[config.mk]
export PLATFORM = sky130hd
export DESIGN_NAME = lsu_stbuf_queue
export DESIGN_NICKNAME = d
export VERILOG_FILES = /design/src/rtl/lsu_stbuf_queue.sv
export SDC_FILE = /design/constraint.sdc
export NUM_CORES = 1
export LEC_CHECK = 0
export ABC_AREA = 1
export ABC_CLOCK_PERIOD_IN_PS = 23100
export BUFFER_PORTS_ARGS = -buffer_cell sky130_fd_sc_hd__buf_2
export CORE_MARGIN = 4
export CORE_UTILIZATION = 40
export DETAILED_ROUTE_END_ITERATION = 8
export GPL_TIMING_DRIVEN = 0
export PLACE_DENSITY = 0.68
export SLEW_MARGIN = 0
export SYNTH_ARGS = -nofsm -noshare
export SYNTH_HDL_FRONTEND = slang
export SYNTH_SLANG_ARGS = --single-unit
[constraint.sdc]
create_clock -name clk -period 23.1 [get_ports clk]
set_clock_uncertainty 0.15 [all_clocks]
set_input_delay 1.155 -clock clk [delete_from_list [all_inputs] [get_ports clk]]
set_output_delay 1.155 -clock clk [all_outputs]
set_load 0.01 [all_outputs]
[src/rtl/lsu_stbuf_queue.sv]
`timescale 1ns/1ps
// lsu_stbuf_queue
// Committed-store buffer in front of the DCCM/PIC port arbiter. Retired stores
// are queued in order, the oldest is presented as a drain request and popped on
// grant, and loads in DC2 get youngest-wins byte forwarding registered into DC3.
//
// Ports
//   clk, rst                    clock, async active-high reset
//   st_wr_en/addr/data/byteen   store enqueue (addr[1:0] ignored)
//   st_in_pic                   store targets PIC space
//   lsu_stbuf_commit_any        arbiter grant, head drains this cycle
//   lsu_freeze_dc3              hold the DC3 forwarding registers
//   ld_addr_lo_dc2/hi_dc2       load lo/hi bank word addresses
//   stbuf_reqvld_any/addr/data/addr_in_pic_any   head-of-queue drain request
//   stbuf_fwddata_*_dc3, stbuf_fwdbyteen_*_dc3  forwarded bytes and valids
//   stbuf_full, stbuf_empty     occupancy flags
//   stbuf_ovf_err               1-cycle pulse when an enqueue was dropped
module lsu_stbuf_queue #(
    parameter int DEPTH  = 4,
    parameter int ADDR_W = 16
) (
    input  logic              clk,
    input  logic              rst,
    input  logic              st_wr_en,
    input  logic [ADDR_W-1:0] st_addr,
    input  logic [31:0]       st_data,
    input  logic [3:0]        st_byteen,
    input  logic              st_in_pic,
    input  logic              lsu_stbuf_commit_any,
    input  logic              lsu_freeze_dc3,
    input  logic [ADDR_W-1:0] ld_addr_lo_dc2,
    input  logic [ADDR_W-1:0] ld_addr_hi_dc2,
    output logic              stbuf_reqvld_any,
    output logic [ADDR_W-1:0] stbuf_addr_any,
    output logic [31:0]       stbuf_data_any,
    output logic              stbuf_addr_in_pic_any,
    output logic [31:0]       stbuf_fwddata_lo_dc3,
    output logic [31:0]       stbuf_fwddata_hi_dc3,
    output logic [3:0]        stbuf_fwdbyteen_lo_dc3,
    output logic [3:0]        stbuf_fwdbyteen_hi_dc3,
    output logic              stbuf_full,
    output logic              stbuf_empty,
    output logic              stbuf_ovf_err
);

    localparam int PW = $clog2(DEPTH);

    logic [PW:0]        wr_ptr, rd_ptr;
    logic [PW-1:0]      wr_idx, rd_idx;
    logic [DEPTH-1:0]   ent_vld, ent_pic;
    logic [ADDR_W-3:0]  ent_addr [DEPTH];
    logic [31:0]        ent_data [DEPTH];
    logic [3:0]         ent_be   [DEPTH];

    logic               pop, push, drop;
    logic [PW-1:0]      fwd_idx;
    logic [31:0]        fwd_data_lo, fwd_data_hi;
    logic [3:0]         fwd_be_lo, fwd_be_hi;

    assign wr_idx = wr_ptr[PW-1:0];
    assign rd_idx = rd_ptr[PW-1:0];

    // Extra pointer MSB tells a full ring from an empty one.
    assign stbuf_empty = (wr_ptr == rd_ptr);
    assign stbuf_full  = (wr_ptr[PW] != rd_ptr[PW]) && (wr_idx == rd_idx);

    assign stbuf_reqvld_any      = ~stbuf_empty;
    assign stbuf_addr_any        = {ent_addr[rd_idx], 2'b00};
    assign stbuf_data_any        = ent_data[rd_idx];
    assign stbuf_addr_in_pic_any = ent_pic[rd_idx];

    assign pop  = lsu_stbuf_commit_any & ~stbuf_empty;
    // A pop in the same cycle frees the slot, so a push at full is still legal.
    assign push = st_wr_en & (~stbuf_full | pop);
    assign drop = st_wr_en & stbuf_full & ~pop;

    // Walk entries oldest to youngest so later matches overwrite earlier ones.
    always_comb begin
        fwd_idx     = '0;
        fwd_data_lo = '0;
        fwd_data_hi = '0;
        fwd_be_lo   = '0;
        fwd_be_hi   = '0;
        for (int i = 0; i < DEPTH; i++) begin
            fwd_idx = rd_idx + PW'(i);
            if (ent_vld[fwd_idx] && (ent_addr[fwd_idx] == ld_addr_lo_dc2[ADDR_W-1:2])) begin
                for (int b = 0; b < 4; b++) begin
                    if (ent_be[fwd_idx][b]) begin
                        fwd_be_lo[b]         = 1'b1;
                        fwd_data_lo[8*b +: 8] = ent_data[fwd_idx][8*b +: 8];
                    end
                end
            end
            if (ent_vld[fwd_idx] && (ent_addr[fwd_idx] == ld_addr_hi_dc2[ADDR_W-1:2])) begin
                for (int b = 0; b < 4; b++) begin
                    if (ent_be[fwd_idx][b]) begin
                        fwd_be_hi[b]         = 1'b1;
                        fwd_data_hi[8*b +: 8] = ent_data[fwd_idx][8*b +: 8];
                    end
                end
            end
        end
    end

    always_ff @(posedge clk or posedge rst) begin
        if (rst) begin
            wr_ptr                 <= '0;
            rd_ptr                 <= '0;
            ent_vld                <= '0;
            ent_pic                <= '0;
            stbuf_ovf_err          <= 1'b0;
            stbuf_fwddata_lo_dc3   <= '0;
            stbuf_fwddata_hi_dc3   <= '0;
            stbuf_fwdbyteen_lo_dc3 <= '0;
            stbuf_fwdbyteen_hi_dc3 <= '0;
            for (int i = 0; i < DEPTH; i++) begin
                ent_addr[i] <= '0;
                ent_data[i] <= '0;
                ent_be[i]   <= '0;
            end
        end else begin
            stbuf_ovf_err <= drop;
            // Pop before push: at full both target the same slot and the push must win.
            if (pop) begin
                ent_vld[rd_idx] <= 1'b0;
                rd_ptr          <= rd_ptr + {{PW{1'b0}}, 1'b1};
            end
            if (push) begin
                ent_vld[wr_idx]  <= 1'b1;
                ent_addr[wr_idx] <= st_addr[ADDR_W-1:2];
                ent_data[wr_idx] <= st_data;
                ent_be[wr_idx]   <= st_byteen;
                ent_pic[wr_idx]  <= st_in_pic;
                wr_ptr           <= wr_ptr + {{PW{1'b0}}, 1'b1};
            end
            if (!lsu_freeze_dc3) begin
                stbuf_fwddata_lo_dc3   <= fwd_data_lo;
                stbuf_fwddata_hi_dc3   <= fwd_data_hi;
                stbuf_fwdbyteen_lo_dc3 <= fwd_be_lo;
                stbuf_fwdbyteen_hi_dc3 <= fwd_be_hi;
            end
        end
    end

endmodule
Word-level counts from Yosys, hierarchy flattened
Cells that the tools add are included.

storage, ports and cells
  bits of input ports = 90
  bits in registers = 287
  word-level logic and storage cells = 212

cells by class
  reductions and logical operators = 12
  equality and inequality tests = 11
  add/sub/neg operators = 5
  magnitude comparators = 13
  muxes and demuxes = 134
  bitwise operators = 16

operators by type and width
  cell                                                                          number
  32-bit 2-to-1 mux                                                             17
  32-bit binary-select mux with 2-bit select                                    4
  8-bit 2-to-1 mux                                                              28
  128-bit bitwise mux                                                           1
  14-bit 2-to-1 mux                                                             9
  14-bit binary-select mux with 2-bit select                                    4
  14-bit equality test                                                          8
  4-bit 2-to-1 mux                                                              19
  32-bit demux with 2-bit select                                                1
  56-bit bitwise mux                                                            1
  1-bit 2-to-1 mux                                                              35
  4-bit binary-select mux with 2-bit select                                     4
  14-bit demux with 2-bit select                                                1
  16-bit bitwise mux                                                            1
  3-bit >= comparator, second input constant                                    5
  2-bit by 3-bit less-than comparator with 1-bit output, second input constant  5
  2-bit inverter with 3-bit output                                              5
  1-bit logical AND                                                             12
  1-bit binary-select mux with 2-bit select                                     5
  4-bit demux with 2-bit select                                                 1
  3-bit by 1-bit adder with 3-bit output, second input constant                 2
  2-bit adder, second input constant                                            2
  1-bit AND                                                                     4
  4-bit AND                                                                     1
  other kinds (12)                                                              16

Depth between registers and ports, before layout
  depth in word-level cells = 13
  mapped depth = 27

Worst setup path before layout
OpenSTA, ideal clock, no wires.

  path kind = register to register
  from = register rd_ptr[1]
  to = register stbuf_fwddata_lo_dc3[11]
  buffers on the path = 11
  arrival = 3.482 ns
  slack = 19.345 ns
  cell stages (with the launch flop) = 26
  cell sequence = dfrtp_1 buf_2 inv_2 buf_4 buf_2 buf_2 clkbuf_1 buf_2 ha_1 buf_2 inv_1 buf_4 buf_2 nand2_1 nand2_1 nand2_1 nor2_1 nand2_1 nor2_2 buf_2 buf_4 nand4_1 nand3_1 nand2_1 nand2_1 a21oi_1

between the ends
  word-level cells in the longest chain between the ends = 13
  elaborated cells between the ends (all ways) = 67

ends and longest elaborated chain
  item                                                                             RTL line  RTL
  from (decl)                                                                      48        logic [PW:0] wr_ptr, rd_ptr;
  from (signal assigned)                                                           126       rd_ptr <= rd_ptr + {{PW{1'b0}}, 1'b1};
  branches (longest 12 deep; another with 2-bit by 1-bit adder with 2-bit output)  n/a
  32-bit 2-to-1 mux (*)                                                            86        if (ent_vld[fwd_idx] && (ent_addr[fwd_idx] == ld_addr_lo_dc2[ADDR_W-1:2])) begin
  to (signal assigned)                                                             137       stbuf_fwddata_lo_dc3 <= fwd_data_lo;
  to (decl)                                                                        37        output logic [31:0] stbuf_fwddata_lo_dc3,

Every way passes the cells marked *. The select of a mux whose other input is x is not followed.
A chain may end at the register's enable or synchronous reset.

Final worst setup path
  from = register rd_ptr[1]
  to = register stbuf_fwddata_hi_dc3[29]

between the ends
  word-level cells in the longest chain between the ends = 13
  elaborated cells between the ends (all ways) = 67

ends and longest elaborated chain
  item                                                                             RTL line  RTL
  branches (longest 12 deep; another with 2-bit by 1-bit adder with 2-bit output)  n/a
  32-bit 2-to-1 mux (*)                                                            94        if (ent_vld[fwd_idx] && (ent_addr[fwd_idx] == ld_addr_hi_dc2[ADDR_W-1:2])) begin
  to (signal assigned)                                                             138       stbuf_fwddata_hi_dc3 <= fwd_data_hi;
  to (decl)                                                                        38        output logic [31:0] stbuf_fwddata_hi_dc3,

Marks and branches as above.

==> impl_metrics.env <==
export IMPL_timing_final_hold_violations=0
export IMPL_cpPeakStageDelay_ps=550
export IMPL_max_clock_path_buffers=3
export IMPL_clkTransAtPathRegs_ps=60
export IMPL_critPathMaxFanout=11
export IMPL_netlist_top_cells_area="dfrtp_1 (34%), nand2_1 (22%), o21ai_0 (10%)"
export IMPL_yosys_top_cells_count="nand2_1 (1249), o21ai_0 (436), nand3_1 (377)"
export IMPL_fmax_ghz=0.173
export IMPL_hpwl_mm=85.3
export IMPL_wl_per_cell_um=24.3
export IMPL_yosys_most_used_dff="dfrtp_1"
export IMPL_die_area_mm2=0.0568
export IMPL_p_leak_uw=0.0132
export IMPL_avgSynthCellArea_um2=6.22
export IMPL_hp_start="stbuf_fwddata_hi_dc3[5]"
export IMPL_ioPinCount=215
export IMPL_fin_crit_sh=0.251
export IMPL_grt_pass1_vias=22500
export IMPL_drc_errors=0
export IMPL_clockRootBuffer="clkbuf_16"
export IMPL_synth_edf_count=0
export IMPL_slew_headroom=0.103
export IMPL_track_usage=0.359
export IMPL_drive_above_1_share=0.111
export IMPL_finalSetupViolations=0
export IMPL_insertion_delay_ps=630
export IMPL_postCtsSetupBuffers=0
export IMPL_startpoint="rd_ptr[1]"
export IMPL_synth_most_common_cell="nand2_1"
export IMPL_portBuffers=202
export IMPL_drt_initial_drc_count=3850
export IMPL_area_growth_pct=14.3
export IMPL_period_minus_slack_ps=5790
export IMPL_chipWidth_um=238
export IMPL_holdCritPathClass="register to register"
export IMPL_row_count=84
export IMPL_yosysTopAreaCell="dfrtp_1"
export IMPL_whs_ps=327
export IMPL_powerDensity_mw_per_mm2=180
export IMPL_hold_buffers=0
export IMPL_postLayoutCoreUtil=0.462
export IMPL_grt_pass1_wl_mm=152
export IMPL_tritoncts="built"
export IMPL_overflow=0
export IMPL_crit_top_cell="buf_2"
export IMPL_drv_cap=0
export IMPL_first_pass_iters=7
export IMPL_die_h_um=238
export IMPL_crit_chain="buf_2 > inv_2 > buf_4 > buf_2 > buf_2 > clkbuf_1 > buf_2 > ha_1 > buf_2 > inv_1 > buf_2 > nand3_1 > nand3_1 > nand2_1 > nor2_1 > nand4_1 > nor2_1 > nand3_1 > clkinv_1 > a21oi_1 > nand2_1 > nand2_1"
export IMPL_vias=25100
export IMPL_fin_tns_setup_ps=0
export IMPL_syn_inst=3411
export IMPL_yosys_warnings=0
export IMPL_htree_levels=1
export IMPL_synth_async_reset_ratio=1.00
export IMPL_required_ps=23470
export IMPL_r2r_start="rd_ptr[1]"
export IMPL_nets=3747
export IMPL_end_kind="register"
export IMPL_synth_area_mm2=0.0212
export IMPL_synth_top_cell_area_share=0.338
export IMPL_grt_max_degree=109
export IMPL_slowest_stage="nand3_1"
export IMPL_vdd_ir_drop_worst_v=0.0000808
export IMPL_diodes=0
export IMPL_antenna_found_initial=3
export IMPL_cts_sinks=287
export IMPL_gp_congestion=1.07
export IMPL_seq_area_frac_synth=0.338
export IMPL_ctsResizeCount=0
export IMPL_crit_arrival_ps=6160
export IMPL_viasPerCell=5.77
export IMPL_synthDistinctLibCells=41
export IMPL_core_area_mm2=0.0526
export IMPL_numCtsBuffers=31
export IMPL_post_place_ws_ps=17550
export IMPL_outcome="finished, final reports clean"
export IMPL_critical_path_top_delay_family="buffers and inverters"
export IMPL_path_class="register to register"
export IMPL_worst_slack_ps=17310
export IMPL_slew_viol_final=0
export IMPL_wl_mm=106
export IMPL_ant_nets=0
export IMPL_start_util=0.404
export IMPL_rsz0062_at_grt="false"
export IMPL_worstMarginPinSlew_ps=1330
export IMPL_cp_buffers_inverters=11
export IMPL_ys_ff_latch=287
export IMPL_cp_start_kind="register"
==> routing by layer <==
layer,track usage,share of wire
met5,0,0.00044
met4,0.0839,0.029
met3,0.121,0.15
met2,0.503,0.40
met1,0.534,0.42
==> cells in the final DEF, fill, tap and decap left out, drive strengths merged, types with 3 or more instances in the layout <==
master and instances:
nand2 1249, o21ai 470, nand3 380, buf 309, dfrtp 287, nor2 287
inv 286, clkbuf 116, mux2i 72, a21oi 61, nand4 50, or2 31
xor2 12, clkinv 12, ha 8, o211ai 6, nor3 6, bufinv 5
nand3b 4, o21a 3, xnor2 3, o22a 3
==> worst paths after layout <==
kind / endpoint / slack (ps) / cells past startpoint
setup / recovery: stbuf_fwddata_hi_dc3[29] / 17310 / 22
hold / removal: stbuf_fwddata_hi_dc3[5] / 330 / 2
setup reg to reg: stbuf_fwddata_hi_dc3[29] / 17310 / 22
hold reg to reg: stbuf_fwddata_hi_dc3[5] / 330 / 2
max in group asynchronous: stbuf_fwddata_hi_dc3[20] / 20840 / 4
min in group asynchronous: stbuf_ovf_err / 530 / 2
==> stage by stage <==
stage / instance area [µm²] / power [µW] / std cells
after global placement: 23100 / 3640 / 4302
final: 24300 / 4380 / 4361
after floorplan: 21200 / 2480 / 3412
after CTS: 24300 / 4200 / 4361
after global routing: 24300 / 4590 / 4361
after detailed placement: 23200 / 3640 / 4304
==> worst min-delay path: stages (launching register included) <==
cell and delay [ps]:
dfrtp_1 340, nand2_1 60, nand2_1 50
==> power breakdown <==
part	internal, µW	switching (µW)
logic	727	2240
registers	684	180
clock network	322	226
total	1730	2650
==> state kept, by name, indices dropped and copies added, names as in the netlist <==
name and flops:
ent_addr 56, ent_be 16, ent_data 128, ent_pic 4, ent_vld 4, rd_ptr 3, stbuf_fwdbyteen_hi_dc3 4, stbuf_fwdbyteen_lo_dc3 4
stbuf_fwddata_hi_dc3 32, stbuf_fwddata_lo_dc3 32, stbuf_ovf_err 1, wr_ptr 3
==> cell type report <==
type / instances / area [µm²]
Buffer: 180 / 870
Clock buffer: 41 / 873
Clock inverter: 16 / 233
Fill cell: 5661 / 28300
Inverter: 289 / 1090
Multi-Input combinational cell: 2656 / 12100
Sequential cell: 287 / 7180
Tap cell: 688 / 861
Timing Repair Buffer: 204 / 1070
==> cells by family (layout without fill, tap and decap cells) <==
kind of cell | after synthesis | in the layout | synth area share
xor gates and xnor gates | 15 | 15 | 0.00619
buffers and inverters | 469 | 730 | 0.0921
DFF | 287 | 287 | 0.338
AOI/OAI and AO/OA | 549 | 549 | 0.132
adders and majority gates | 8 | 8 | 0.00472
other | 1 | 2 | 0.000177
and+or+nand+nor | 2010 | 2010 | 0.392
muxes | 72 | 72 | 0.0340
(Power assumes the default switching activity.)
